**src/rtl/pipe_stage_skid.sv**
```systemverilog
// Valid/ready pipeline stage with a 2-entry skid buffer and registered in_ready.
// A flush turns held entries into bubbles. bubble_cnt counts ready cycles that had no valid output.
module pipe_stage_skid #(
    parameter int                 DATA_W              = 102,
    parameter int                 CTRL_W              = 6,
    parameter logic [CTRL_W-1:0]  CTRL_BUBBLE         = '0,
    parameter bit                 CLEAR_DATA_ON_FLUSH = 1'b1,
    parameter int                 CNT_W               = 16
) (
    input  logic              clk,
    input  logic              reset_n,
    input  logic              flush,
    input  logic              in_valid,
    output logic              in_ready,
    input  logic [DATA_W-1:0] in_data,
    input  logic [CTRL_W-1:0] in_ctrl,
    output logic              out_valid,
    input  logic              out_ready,
    output logic [DATA_W-1:0] out_data,
    output logic [CTRL_W-1:0] out_ctrl,
    output logic [1:0]        occupancy,
    output logic [CNT_W-1:0]  bubble_cnt
);

    // The state encoding equals the occupancy, so occupancy comes straight from the state flops.
    typedef enum logic [1:0] {
        S_EMPTY = 2'd0,
        S_HALF  = 2'd1,
        S_FULL  = 2'd2
    } state_t;

    state_t              r_state, w_state_nxt;
    logic [DATA_W-1:0]   r_main_data, w_main_data_nxt;
    logic [CTRL_W-1:0]   r_main_ctrl, w_main_ctrl_nxt;
    logic [DATA_W-1:0]   r_skid_data, w_skid_data_nxt;
    logic [CTRL_W-1:0]   r_skid_ctrl, w_skid_ctrl_nxt;
    logic                r_out_valid;
    logic                r_in_ready;
    logic [CNT_W-1:0]    r_bubble_cnt;
    logic                w_accept;
    logic                w_xfer;

    assign w_accept = in_valid & r_in_ready;
    assign w_xfer   = r_out_valid & out_ready;

    always_comb begin
        w_state_nxt     = r_state;
        w_main_data_nxt = r_main_data;
        w_main_ctrl_nxt = r_main_ctrl;
        w_skid_data_nxt = r_skid_data;
        w_skid_ctrl_nxt = r_skid_ctrl;
        if (flush) begin
            w_state_nxt     = S_EMPTY;
            w_main_ctrl_nxt = CTRL_BUBBLE;
            w_skid_ctrl_nxt = CTRL_BUBBLE;
            if (CLEAR_DATA_ON_FLUSH) begin
                w_main_data_nxt = '0;
                w_skid_data_nxt = '0;
            end
        end else begin
            case (r_state)
                S_EMPTY: begin
                    if (w_accept) begin
                        w_state_nxt     = S_HALF;
                        w_main_data_nxt = in_data;
                        w_main_ctrl_nxt = in_ctrl;
                    end
                end
                S_HALF: begin
                    if (w_accept && w_xfer) begin
                        w_main_data_nxt = in_data;
                        w_main_ctrl_nxt = in_ctrl;
                    end else if (w_accept) begin
                        w_state_nxt     = S_FULL;
                        w_skid_data_nxt = in_data;
                        w_skid_ctrl_nxt = in_ctrl;
                    end else if (w_xfer) begin
                        w_state_nxt = S_EMPTY;
                    end
                end
                S_FULL: begin
                    if (w_xfer) begin
                        w_state_nxt     = S_HALF;
                        w_main_data_nxt = r_skid_data;
                        w_main_ctrl_nxt = r_skid_ctrl;
                        w_skid_data_nxt = '0;
                        w_skid_ctrl_nxt = CTRL_BUBBLE;
                    end
                end
                default: w_state_nxt = S_EMPTY;
            endcase
        end
    end

    // out_valid and in_ready are registered copies decoded from the next state.
    // This keeps backpressure off every combinational path between stages.
    always_ff @(posedge clk or negedge reset_n) begin
        if (!reset_n) begin
            r_state     <= S_EMPTY;
            r_main_data <= '0;
            r_main_ctrl <= CTRL_BUBBLE;
            r_skid_data <= '0;
            r_skid_ctrl <= CTRL_BUBBLE;
            r_out_valid <= 1'b0;
            r_in_ready  <= 1'b1;
        end else begin
            r_state     <= w_state_nxt;
            r_main_data <= w_main_data_nxt;
            r_main_ctrl <= w_main_ctrl_nxt;
            r_skid_data <= w_skid_data_nxt;
            r_skid_ctrl <= w_skid_ctrl_nxt;
            r_out_valid <= (w_state_nxt != S_EMPTY);
            r_in_ready  <= (w_state_nxt != S_FULL);
        end
    end

    always_ff @(posedge clk or negedge reset_n) begin
        if (!reset_n) begin
            r_bubble_cnt <= '0;
        end else if (out_ready && !r_out_valid && (r_bubble_cnt != {CNT_W{1'b1}})) begin
            r_bubble_cnt <= r_bubble_cnt + CNT_W'(1);
        end
    end

    assign in_ready   = r_in_ready;
    assign out_valid  = r_out_valid;
    assign out_data   = r_main_data;
    assign out_ctrl   = r_out_valid ? r_main_ctrl : CTRL_BUBBLE;
    assign occupancy  = r_state;
    assign bubble_cnt = r_bubble_cnt;

endmodule
```
**config.mk**
```make
export PLATFORM = sky130hd
export DESIGN_NAME = pipe_stage_skid
export DESIGN_NICKNAME = d
export VERILOG_FILES = /design/src/rtl/pipe_stage_skid.sv
export SDC_FILE = /design/constraint.sdc
export NUM_CORES = 1
export LEC_CHECK = 0
export ABC_CLOCK_PERIOD_IN_PS = 2050
export BUFFER_PORTS_ARGS = -buffer_cell sky130_fd_sc_hd__buf_4
export CAP_MARGIN = 30
export CORE_AREA = 2 2 100 198
export CTS_CLUSTER_DIAMETER = 120
export DETAILED_ROUTE_END_ITERATION = 16
export DIE_AREA = 0 0 102 200
export GPL_TIMING_DRIVEN = 0
export PLACE_DENSITY = 0.77
export SLEW_MARGIN = 20
export SYNTH_ARGS = -nofsm -noshare
export SYNTH_HDL_FRONTEND = slang
export SYNTH_SLANG_ARGS = --single-unit
```
**constraint.sdc**
```tcl
create_clock -name clk -period 2.05 [get_ports clk]
set_input_delay 0.205 -clock clk [delete_from_list [all_inputs] [get_ports clk]]
set_output_delay 0.205 -clock clk [all_outputs]
set_load 0.01 [all_outputs]
```
==> summary.txt <==
Longest Clk Path Bufs - 3
Leakage - 6.988 nW
Fin Clk Skew - 0.02322 ns
GR Util met2 - 54.48%
commonest non-fill, non-tap cell in the layout - nand2_1
status - complete, but fails checks
vias - 9451
vias per cell - 5.559
Layout Nets - 1546
Highest Clock Rate - 0.4866 GHz
Yosys cell types - 43
antenna diode count - 0
Seq/Total Area, Yosys - 58.95%
1st-iter DRT viols - 429
post-DP HPWL - 20.41 mm
Total GRT Usage - 29.93%
Port Buffers - 239
slew margin rel. - 62.14%
internal power - 9.041 mW
peak supply drop - 0.0007092 V
Synthesized Nets - 1170
M3 GR Usage - 4.492%
io pins - 241
initial antenna violation count - 0
Ys Warns - 0
clock latency on the worst-skew pair - 0.52 ns
CP endpoint kind - register
TritonCTS clock tree - done
first-pass GRT wire length - 48.14 mm
post-route setup TNS - -0.008605 ns
Final Hold Vio Count - 0
met1 usage - 33.11%
hold slack - 0.1378 ns
drt total wl - 30.81 mm
Cell Area, Synth - 10020 um2
core footprint - 18830 um2
layout cell share with drive strength beyond 1 - 24.29%
Die Ht - 200 um
number of global-route vias before repair - 9628
sequential cell area - 5907 um2
PnR worst setup slack - -0.005114 ns
Setup CP Type - register to register
CP required - 2.49 ns
area grow syn2layout - 41.82%
area of the multi-input gates - 3709 um2
number of nets with antenna violations after routing - 0
violated checks - setup timing
switch share - 27.86%
GRT busiest layer - met2
final setup fails - 2
Slew @ Worst Pin - 0.5679 ns
fin area - 14210 um2
Sw Pwr - 3.491 mW
Gate power share - 19.7%
starting density of the core - 53.20%
Fillers - 1331
Root Driver - clkbuf_16
final period utilization - 100.2%
Max-cap violations - 0
Clock transition at path regs - 0.07 ns
First-pass DRT Iterations - 5
Rows - 71
Placed Area - 12200 um2
Reg power frac - 44.7%
Placer Congestion - 0.8593
RSZ-0062 raised after global routing - true
DRC viols - 0
PD cells - 881.9 nW/um2
die width - 102 um
Clock power frac - 35.5%
peak fanout along the critical path - 10
largest net degree at the start of global routing - 101
max-slew violation count - 0
H-tree Lvls - 1
total CTS buffers - 22
Mean Syn Cell Area - 9.488 um2
min Tclk post-route - 2.055 ns
hold crit path type - input port to register
clock sinks - 236
wire per inst - 18.12 um
most frequent cells in the layout - nand2_1 (331), buf_4 (244), dfrtp_1 (235), nand3_1 (113), dlygate4sd3_1 (109)
Placement Setup Slack - -0.3396 ns
critical path launch point type - register
die area - 20400 um2
overflow left after global routing - 0
Gate Count Post-Synth - 1056
post-layout power - 12.53 mW
Worst EP arrival - 2.49 ns
FF+latch count, synth - 236
[layer usage]
layer / vias to the layer above / part of all wire (%)
met5: - / 0
met2: 393 / 54
met4: 0 / 4.9
met1: 4568 / 35
li1: 4386 / -
met3: 104 / 5.2
[final cells by class]
class | count | area share [%]
Clock buffer | 30 | 4.517
Multi-Input combinational cell | 730 | 26.10
Inverter | 2 | 0.05283
Sequential cell | 236 | 41.57
Tap cell | 255 | 2.245
Timing Repair Buffer | 354 | 21.13
Buffer | 86 | 3.416
Clock inverter | 7 | 0.9686
[power by group through the flow]
stage / Sequential, mW / Clock [mW] / Combinational (mW)
after floorplan: 5.73 / 0 / 0.948
after global placement: 5.65 / 0 / 2.16
after detailed placement: 5.66 / 0 / 2.23
after CTS: 5.58 / 4.49 / 2.44
after global routing: 5.66 / 4.67 / 2.70
final: 5.61 / 4.45 / 2.47
[cell usage after synthesis (all sizes together)]
cell | n | area, um2
clkbuf | 55 | 206.5
or3 | 1 | 6.260
a31oi | 3 | 18.77
a22oi | 108 | 810.8
nor2b | 3 | 18.77
xnor2 | 10 | 87.58
nand4 | 10 | 62.56
o21ai | 108 | 540.5
dfrtp | 235 | 5881
o22a | 1 | 8.760
o211ai | 1 | 7.510
a21boi | 1 | 7.510
buf | 33 | 205.2
dfstp | 1 | 26.28
a41oi | 1 | 8.760
o21a | 1 | 7.510
ha | 1 | 12.51
mux2i | 1 | 10.01
and4b | 1 | 10.01
xor2 | 1 | 8.760
a221o | 1 | 10.01
a21oi | 5 | 25.02
nor2 | 7 | 28.78
nor4 | 1 | 6.260
a21bo | 1 | 10.01
a221oi | 2 | 52.55
nand2b | 1 | 6.260
and4 | 2 | 17.52
mux2 | 2 | 22.52
nand3 | 113 | 565.5
and2 | 7 | 43.79
and3b | 1 | 8.760
and3 | 2 | 12.51
or4 | 1 | 7.510
inv | 2 | 7.510
a211oi | 1 | 7.510
nand2 | 331 | 1242
[critical path: stages, from the launching register on]
cell and delay [ns]:
dfrtp_1 0.43, nor2b_1 0.15, buf_4 0.18, nor2_4 0.25, clkbuf_2 0.33, clkbuf_1 0.41
nand3_1 0.15, nand2_1 0.09
[logic make-up after synthesis]
kind of cell    share of synthesized area, %
flops                                  58.95
fa+ha+maj                             0.1249
buf+inv                                4.183
simple gates                           20.33
compound gates                         15.12
mux                                   0.3247
xor+xnor                              0.9615
[per-stage QoR]
| step | utilization [%] | std cells |
|---|---|---|
| finish | 75.45 | 1700 |
| global route | 75.45 | 1700 |
| CTS | 75.11 | 1701 |
| detailed placement | 64.76 | 1552 |
| global placement | 64.42 | 1550 |
| floorplan | - | 1056 |
[what timing repair did]
action,4_1_cts,5_1_grt
hold endpoints to repair,182,0
pin swaps,2,1
setup buffers,4,0
endpoints found under the setup margin,216,193
hold buffers,109,0
gates resized for setup,15,65
[path summary, 6_finish.rpt]
check | from | to | slack (ns) | depth (start not counted)
max reg2reg | occupancy[1] | r_skid_data[70] | -0.005 | 7
max | occupancy[1] | r_skid_data[70] | -0.005 | 7
min | flush | occupancy[0] | 0.14 | 2
min reg2reg | r_skid_data[73] | r_skid_data[73] | 0.47 | 2
max in group asynchronous | reset_n | out_data[41] | 1.00 | 3
min in group asynchronous | reset_n | bubble_cnt[8] | 0.19 | 2
[flip-flops by register name, summed over array words and instances (netlist names)]
signal       cells
bubble_cnt      16
in_ready         1
occupancy        2
r_skid_data    102
out_valid        1
r_skid_ctrl      6
out_data       102
r_main_ctrl      6
Note: power is estimated with default switching activity, not from simulation.
